--- src/rtl/zmod_adc_pkg.sv ---
// Shared definitions for the Zmod Scope ADC (AD9648) driver.
// Contents: configuration FSM state type, SPI frame geometry, ADC sample width,
// and the fixed power-up register table with a helper that builds SPI frames.
package zmod_adc_pkg;

  typedef enum logic [2:0] {
    ST_WAIT,
    ST_LOAD,
    ST_SHIFT,
    ST_GAP,
    ST_DONE
  } cfg_state_t;

  localparam int unsigned SPI_FRAME_W = 24;
  localparam int unsigned ADC_W       = 14;
  localparam int unsigned CFG_LEN     = 4;
  localparam int unsigned CFG_IDX_W   = 2;

  typedef struct packed {
    logic [12:0] addr;
    logic [7:0]  data;
  } cfg_entry_t;

  // Soft reset, normal power, two's-complement output, then transfer.
  localparam cfg_entry_t CFG_TABLE [CFG_LEN] = '{
    '{addr: 13'h000, data: 8'h3C},
    '{addr: 13'h008, data: 8'h00},
    '{addr: 13'h014, data: 8'h01},
    '{addr: 13'h0FF, data: 8'h01}
  };

  // Write command, single-byte transfer: {R/W=0, W1:W0=00, addr, data}.
  function automatic logic [SPI_FRAME_W-1:0] cfg_frame(input logic [CFG_IDX_W-1:0] idx);
    return {3'b000, CFG_TABLE[idx]};
  endfunction

endpackage

--- src/rtl/zmod_adc_spi_master.sv ---
// Write-only 3-wire SPI master (mode 0, MSB first) for one 24-bit frame.
// Ports:
//   clk, rst      : clock and synchronous active-high reset
//   start         : begin a frame (accepted only while not busy)
//   frame         : 24-bit word to send
//   busy          : frame in progress
//   done          : one-cycle pulse when CS has returned high
//   sck, cs, sdio : SPI pins; sck idles low, cs is active low
module zmod_adc_spi_master
  import zmod_adc_pkg::*;
#(
  parameter int unsigned SPI_DIV = 4
) (
  input  logic                   clk,
  input  logic                   rst,
  input  logic                   start,
  input  logic [SPI_FRAME_W-1:0] frame,
  output logic                   busy,
  output logic                   done,
  output logic                   sck,
  output logic                   cs,
  output logic                   sdio
);

  // 48 SCK half-periods carry the 24 bits; one more half-period ends the frame.
  localparam logic [5:0] LAST_HALF = 6'(2 * SPI_FRAME_W);

  logic                   active_reg;
  logic [7:0]             div_reg;
  logic [5:0]             half_reg;
  logic [SPI_FRAME_W-1:0] shift_reg;
  logic                   sck_reg;
  logic                   cs_reg;
  logic                   sdio_reg;
  logic                   done_reg;
  logic                   half_tick;

  assign half_tick = (div_reg == 8'(SPI_DIV - 1));

  always_ff @(posedge clk) begin
    if (rst) begin
      active_reg <= 1'b0;
      div_reg    <= '0;
      half_reg   <= '0;
      shift_reg  <= '0;
      sck_reg    <= 1'b0;
      cs_reg     <= 1'b1;
      sdio_reg   <= 1'b0;
      done_reg   <= 1'b0;
    end else begin
      done_reg <= 1'b0;
      if (!active_reg) begin
        if (start) begin
          // First bit goes out with CS; the shifter holds the remaining bits.
          active_reg <= 1'b1;
          cs_reg     <= 1'b0;
          sck_reg    <= 1'b0;
          sdio_reg   <= frame[SPI_FRAME_W-1];
          shift_reg  <= frame << 1;
          div_reg    <= '0;
          half_reg   <= '0;
        end
      end else if (half_tick) begin
        div_reg  <= '0;
        half_reg <= half_reg + 6'd1;
        if (half_reg == LAST_HALF) begin
          active_reg <= 1'b0;
          cs_reg     <= 1'b1;
          sdio_reg   <= 1'b0;
          done_reg   <= 1'b1;
        end else begin
          sck_reg <= ~sck_reg;
          // Data only moves on the falling edge so it is stable at the rise.
          if (sck_reg) begin
            sdio_reg  <= shift_reg[SPI_FRAME_W-1];
            shift_reg <= shift_reg << 1;
          end
        end
      end else begin
        div_reg <= div_reg + 8'd1;
      end
    end
  end

  assign busy = active_reg;
  assign done = done_reg;
  assign sck  = sck_reg;
  assign cs   = cs_reg;
  assign sdio = sdio_reg;

endmodule

--- src/rtl/zmod_adc_driver.sv ---
// Zmod Scope ADC driver: configures the AD9648 over SPI after reset, then
// captures the DDR data bus (ch A rising, ch B falling) into two aligned
// signed 14-bit streams with a valid strobe.
// Ports:
//   clk, rst          : sample clock, synchronous active-high reset
//   is14_adc_data     : DDR data from the ADC
//   i_run             : capture enable
//   os14_data_a/b     : signed samples, zero when not valid
//   o_data_valid      : samples valid this cycle
//   o_config_done     : register table fully written
//   or_sck/or_cs/o_sdio : SPI pins
//   o_sync, o_relay_coupling, o_relay_gain : fixed board controls
module zmod_adc_driver
  import zmod_adc_pkg::*;
#(
  parameter int unsigned SPI_DIV      = 4,
  parameter int unsigned PWRUP_CYCLES = 1000,
  parameter int unsigned CS_GAP       = 8
) (
  input  logic                    clk,
  input  logic                    rst,
  input  logic [ADC_W-1:0]        is14_adc_data,
  input  logic                    i_run,
  output logic signed [ADC_W-1:0] os14_data_a,
  output logic signed [ADC_W-1:0] os14_data_b,
  output logic                    o_data_valid,
  output logic                    o_config_done,
  output logic                    or_sck,
  output logic                    or_cs,
  output logic                    o_sdio,
  output logic                    o_sync,
  output logic                    o_relay_coupling,
  output logic                    o_relay_gain
);

  localparam logic [CFG_IDX_W-1:0] LAST_IDX = CFG_IDX_W'(CFG_LEN - 1);

  cfg_state_t           state_reg, state_next;
  logic [CFG_IDX_W-1:0] idx_reg, idx_next;
  logic [31:0]          cnt_reg, cnt_next;
  logic                 spi_start;
  logic                 spi_busy;
  logic                 spi_done;
  logic                 config_done;

  zmod_adc_spi_master #(
    .SPI_DIV(SPI_DIV)
  ) u_spi (
    .clk  (clk),
    .rst  (rst),
    .start(spi_start),
    .frame(cfg_frame(idx_reg)),
    .busy (spi_busy),
    .done (spi_done),
    .sck  (or_sck),
    .cs   (or_cs),
    .sdio (o_sdio)
  );

  always_ff @(posedge clk) begin
    if (rst) begin
      state_reg <= ST_WAIT;
      idx_reg   <= '0;
      cnt_reg   <= '0;
    end else begin
      state_reg <= state_next;
      idx_reg   <= idx_next;
      cnt_reg   <= cnt_next;
    end
  end

  always_comb begin
    state_next = state_reg;
    idx_next   = idx_reg;
    cnt_next   = cnt_reg;
    spi_start  = 1'b0;
    case (state_reg)
      ST_WAIT: begin
        if (cnt_reg == 32'(PWRUP_CYCLES - 1)) begin
          cnt_next   = '0;
          state_next = ST_LOAD;
        end else begin
          cnt_next = cnt_reg + 32'd1;
        end
      end
      ST_LOAD: begin
        if (!spi_busy) begin
          spi_start  = 1'b1;
          state_next = ST_SHIFT;
        end
      end
      ST_SHIFT: begin
        if (spi_done) begin
          cnt_next   = '0;
          state_next = ST_GAP;
        end
      end
      ST_GAP: begin
        // CS is already high here; this only stretches the inter-frame gap.
        if (cnt_reg == 32'(CS_GAP - 1)) begin
          cnt_next = '0;
          if (idx_reg == LAST_IDX) begin
            state_next = ST_DONE;
          end else begin
            idx_next   = idx_reg + 1'b1;
            state_next = ST_LOAD;
          end
        end else begin
          cnt_next = cnt_reg + 32'd1;
        end
      end
      ST_DONE: begin
        state_next = ST_DONE;
      end
      default: begin
        state_next = ST_WAIT;
      end
    endcase
  end

  assign config_done = (state_reg == ST_DONE);

  // Per-bit IDDR (same-edge pipelined) model: edge-capture flops, an
  // alignment stage that brings the falling sample onto the rising edge
  // beside its rising partner, and the IDDR Q flops.
  logic [ADC_W-1:0] iddr_q1;
  logic [ADC_W-1:0] iddr_q2;

  for (genvar gi = 0; gi < ADC_W; gi++) begin : g_iddr
    logic rise_cap_reg;
    logic fall_cap_reg;
    logic align_a_reg;
    logic align_b_reg;
    logic q1_reg;
    logic q2_reg;

    always_ff @(posedge clk) begin
      rise_cap_reg <= is14_adc_data[gi];
      align_a_reg  <= rise_cap_reg;
      align_b_reg  <= fall_cap_reg;
      q1_reg       <= align_a_reg;
      q2_reg       <= align_b_reg;
    end

    always_ff @(negedge clk) begin
      fall_cap_reg <= is14_adc_data[gi];
    end

    assign iddr_q1[gi] = q1_reg;
    assign iddr_q2[gi] = q2_reg;
  end

  logic             valid_reg;
  logic [ADC_W-1:0] data_a_reg;
  logic [ADC_W-1:0] data_b_reg;

  // Gating uses the live enable so the outputs drop one cycle after i_run.
  always_ff @(posedge clk) begin
    if (rst) begin
      valid_reg  <= 1'b0;
      data_a_reg <= '0;
      data_b_reg <= '0;
    end else begin
      valid_reg <= config_done & i_run;
      if (config_done & i_run) begin
        data_a_reg <= iddr_q1;
        data_b_reg <= iddr_q2;
      end else begin
        data_a_reg <= '0;
        data_b_reg <= '0;
      end
    end
  end

  assign os14_data_a      = data_a_reg;
  assign os14_data_b      = data_b_reg;
  assign o_data_valid     = valid_reg;
  assign o_config_done    = config_done;
  assign o_sync           = 1'b0;
  assign o_relay_coupling = 1'b1;
  assign o_relay_gain     = 1'b0;

endmodule
--- config.mk ---
export PLATFORM = sky130hd
export DESIGN_NAME = zmod_adc_driver
export DESIGN_NICKNAME = d
export VERILOG_FILES = /design/src/rtl/zmod_adc_pkg.sv /design/src/rtl/zmod_adc_spi_master.sv /design/src/rtl/zmod_adc_driver.sv
export SDC_FILE = /design/constraint.sdc
export NUM_CORES = 1
export LEC_CHECK = 0
export ABC_AREA = 0
export CAP_MARGIN = 20
export CORE_MARGIN = 2
export CORE_UTILIZATION = 60
export CTS_CLUSTER_DIAMETER = 60
export CTS_CLUSTER_SIZE = 25
export DETAILED_ROUTE_END_ITERATION = 10
export DONT_BUFFER_PORTS = 1
export PLACE_DENSITY_LB_ADDON = 0.1
export SLEW_MARGIN = 25
export SYNTH_ARGS = -nofsm -noshare
export SYNTH_HDL_FRONTEND = slang
export SYNTH_SLANG_ARGS = --single-unit
--- constraint.sdc ---
create_clock -name clk -period 3.1 [get_ports clk]
set_input_delay 0.31 -clock clk [delete_from_list [all_inputs] [get_ports clk]]
set_output_delay 0.31 -clock clk [all_outputs]
set_load 0.01 [all_outputs]
After elaboration in Yosys (flattened, before gate mapping)
Index checks and enable logic that the tools add are counted.
{"block": "word_totals", "regBits": 193, "wordCells": 183}
{"block": "op_classes", "addsub": 4, "order_cmp": 1, "eq_ne": 18, "n_mux": 42, "bitwise_logic": 7, "n_reduce_logical": 13}
{"cell": "2-to-1 mux 24 bit", "count": 5}
{"cell": "2-to-1 mux 32 bit", "count": 3}
{"cell": "case mux 32 bit (3 select lines)", "count": 1}
{"cell": "binary-select mux 21 bit (select 2 bit)", "count": 1}
{"cell": "2-to-1 mux 21 bit", "count": 2}
{"cell": "adder 32 x 1 -> 32 bit (second input constant)", "count": 1}
{"cell": "== test 32 x 10 -> 1 bit (second input constant)", "count": 1}
{"cell": "== test 32 x 3 -> 1 bit (second input constant)", "count": 1}
{"cell": "2-to-1 mux 8 bit", "count": 3}
{"cell": "2-to-1 mux 1 bit", "count": 18}
{"cell": "2-to-1 mux 6 bit", "count": 3}
{"cell": "2-to-1 mux 3 bit", "count": 5}
{"cell": "case mux 3 bit (5 select lines)", "count": 1}
{"cell": "!= test 2 bit (second input constant)", "count": 7}
{"cell": "AND reduction 3 bit", "count": 4}
{"cell": "adder 8 x 1 -> 8 bit (second input constant)", "count": 1}
{"cell": "== test 8 x 2 -> 1 bit (second input constant)", "count": 1}
{"cell": "AND reduction 4 bit", "count": 2}
{"cell": "adder 6 x 1 -> 6 bit (second input constant)", "count": 1}
{"cell": "== test 3 x 2 -> 1 bit (second input constant)", "count": 2}
{"cell": "== test 6 bit (second input constant)", "count": 1}
{"cell": "NOT 1 bit", "count": 5}
{"cell": "AND reduction 2 bit", "count": 2}
{"cell": "== test 3 x 1 -> 1 bit (second input constant)", "count": 1}
{"cell": "13 further kinds", "count": 13}

Logic depth before layout (Yosys ltp)
{"block": "logic_depth", "word_depth": 6, "mapped_depth": 8, "depth_no_buf": 7}

Hierarchy
A second synthesis with hierarchy kept.
{"block": "unflattened", "hier_cells": 620, "area_unflattened_um2": 6571.3}
{"mod": "zmod_adc_driver", "instances": 1, "cells_per_inst": 387, "area_each_um2": 4539.4, "seq_area_each_um2": 3002.9}
{"mod": "zmod_adc_spi_master", "instances": 1, "cells_per_inst": 233, "area_each_um2": 2031.9, "seq_area_each_um2": 840.8}

==> flow_summary.ini <==
[power_and_ir_drop]
internal_power_w = 0.00365
power.leakage_nw = 2.60
total_power_w = 0.00476
power_frac_seq = 0.535
p_sw_frac = 0.234
p_sw_w = 0.00111
power.density_nw_per_um2 = 656
combPwrFrac = 0.010
ir_drop_mv = 0.582
p_clk_frac = 0.455

[timing]
rsz0062_at_grt = no
period_share = 0.886
fin_hold_ws_ns = 0.149
period_minus_slack_ns = 2.75
skew_ns = 0.0259
hold_viol = 0
max_slew_margin = 0.378
achievable-frequency_ghz = 0.364
worst_pin_slew_ns = 0.929
setup_viol = 0
fin_tns_setup_ns = 0
report.final.slew_viol_count = 0

[yosys]
synthesis.instances = 612
synth_seq_cells = 192
yosysWarningCount = 0
ys_seq_area_frac = 0.602
async_flop_share = 0
synth_cell_types = 51
synthesis.area_um2 = 6390
synth-edff-count = 0
synthFlopType = dfxtp_1
synth_area_per_cell_um2 = 10.4
netlist.area_leader.share = 0.602
synth_area_leader_cell = dfxtp_1
synth.area.top_cells = dfxtp_1 60%, a21oi_1 3.8%, a211oi_1 3.8%

[placed_design]
io_buffers = 0
dp_hpwl_um = 7240
globalplace.congestion = 0.812

[setup_path]
cp.arrival_ns = 3.19
cp.required_ns = 3.54
crit_slowest_cell = or4_4
path_cells = nor3b_1 -> or4_4 -> or3_1 -> or4_1 -> a221oi_1
critPathLaunchType = register
crit_type = reg2reg
cp_max_fo = 17
endpoint_kind = register
slowest_delay_ns = 0.66

[clocking]
post_cts_resize_count = 0
cts.sinks = 192
post_cts_buffers = 0
clockBufferDepth = 2
cts_tree = done
clk_latency_ns = 0.53
path_clk_slew_ns = 0.08
cts-hold-fix-buffers = 15
cts_buffers = 17
htreeDepth = 4
clockRootBuffer = clkbuf_8

[route]
drc = 0
routedWlPerCell_um = 15.7
vias = 4434
ant_nets = 0
post_drt_via_cell_ratio = 5.71
firstDrtPassIters = 5
drtIter0Drc = 333
wl_um = 12200

[grt]
grt_start_max_net_pins = 80
overflow = 0
grtUsageTotal = 0.223
grt_pass1_wl_um = 20000
grt_pass1_vias = 4282
antenna_found_initial = 1

[run_status]
status = finished, final reports clean

[cells_and_area]
final_nets = 651
final_util = 0.703
drive_gt1_frac = 0.0781
area_growth_syn_to_layout_pct = 13.6
largest_reg_flops = 32

[die]
start_util = 0.619
rows = 37
die_h_um = 107
core_area_um2 = 10300
die_x_um = 107
ios = 53
dieArea_um2 = 11500

[worst_hold_path]
hp-class = in2reg

[flow_run]
cap_violations = 0
[per-stage QoR]
stage | setup WS (ns) | area (um^2) | std cells
2_1_floorplan | 0.712 | 6390 | 613
3_3_place_gp | 0.499 | 6460 | 717
3_5_place_dp | 0.361 | 6460 | 717
4_1_cts | 0.377 | 7250 | 776
5_1_grt | 0.162 | 7260 | 777
6_report | 0.352 | 7260 | 777
[synth_stat cells (all sizes together), types with 7 or more instances]
library cell / number
nand2: 22
and2: 30
clkbuf: 33
buf: 8
a221oi: 10
dfxtp: 192
inv: 12
and3: 7
or3: 10
xnor2: 20
nand3: 16
a21oi: 48
nor4: 17
nor2: 18
nor3: 19
nand4: 21
o21ai: 31
a211oi: 32
[power groups by stage]
| stage | registers, W | logic [W] | clock network (W) |
|---|---|---|---|
| 6_report | 0.00254 | 0.0000474 | 0.00217 |
| 5_1_grt | 0.00255 | 0.0000524 | 0.00231 |
| 4_1_cts | 0.00254 | 0.0000464 | 0.00219 |
| 3_5_place_dp | 0.00260 | 0.0000136 | 0.0000297 |
| 3_3_place_gp | 0.00260 | 0.0000122 | 0.0000297 |
| 2_1_floorplan | 0.00259 | 0.0000275 | 0.0000297 |
[cell type report]
| type | instances | area, um^2 |
|---|---|---|
| Clock buffer | 19 | 442 |
| Inverter | 11 | 41.3 |
| Tap cell | 136 | 170 |
| Fill cell | 728 | 3070 |
| Sequential cell | 192 | 3840 |
| Clock inverter | 26 | 191 |
| Multi-Input combinational cell | 368 | 2330 |
| Timing Repair Buffer | 24 | 235 |
| Antenna cell | 1 | 2.50 |
[critical path, delay by kind of cell, from the launching register on]
kind	cells	cell delay (ns)
AND/OR/NAND/NOR	4	1.87
flip-flops	1	0.51
AO/OA/AOI/OAI	1	0.27
[metal layers]
layer	wire [um]	part of all wire	up-vias	global-route usage
met1	5540	0.45	2087	0.277
met4	95	0.0078	0	0.0816
met3	650	0.053	7	0.0857
met5	0	0	-	0
li1	-	-	2238	-
met2	5890	0.48	102	0.352
[worst paths after layout]
kind	from	to	slack [ns]	depth (start not counted)
worst min register to register	g_iddr[1].align_a_reg	g_iddr[1].q1_reg	0.32	0
worst max register to register	state_reg[0]	cnt_reg[30]	0.35	5
worst max-delay path	state_reg[0]	cnt_reg[30]	0.35	5
worst min-delay path	rst	u_spi.shift_reg[20]	0.15	2
[placed cells by master (no fill, tap or decap), types with 5 or more instances in the layout]
master / count
and2_1: 30
dfxtp_1: 192
a211oi_1: 32
buf_4: 9
and4_1: 6
xor2_1: 5
a221oi_1: 9
o21ai_0: 30
nand3_1: 16
and3_1: 7
xnor2_1: 20
a21oi_1: 48
nor2_1: 18
nand4_1: 21
dlygate4sd3_1: 14
nor3_1: 19
nor4_1: 17
ha_1: 6
clkbuf_16: 16
nand2_1: 22
or3_1: 10
inv_1: 25
[logic make-up (layout without fill, tap and decap cells)]
kind of cell / count (synthesis) / in the layout / synth area share
compound gates: 141 / 141 / 0.140
xor+xnor: 25 / 25 / 0.0343
fa+ha+maj: 6 / 6 / 0.0118
buf+inv: 53 / 80 / 0.0345
flops: 192 / 192 / 0.602
mux: 3 / 3 / 0.00470
other cells: 2 / 4 / 0.00118
simple gates: 190 / 190 / 0.172
Power figures use the tool's default switching activity.
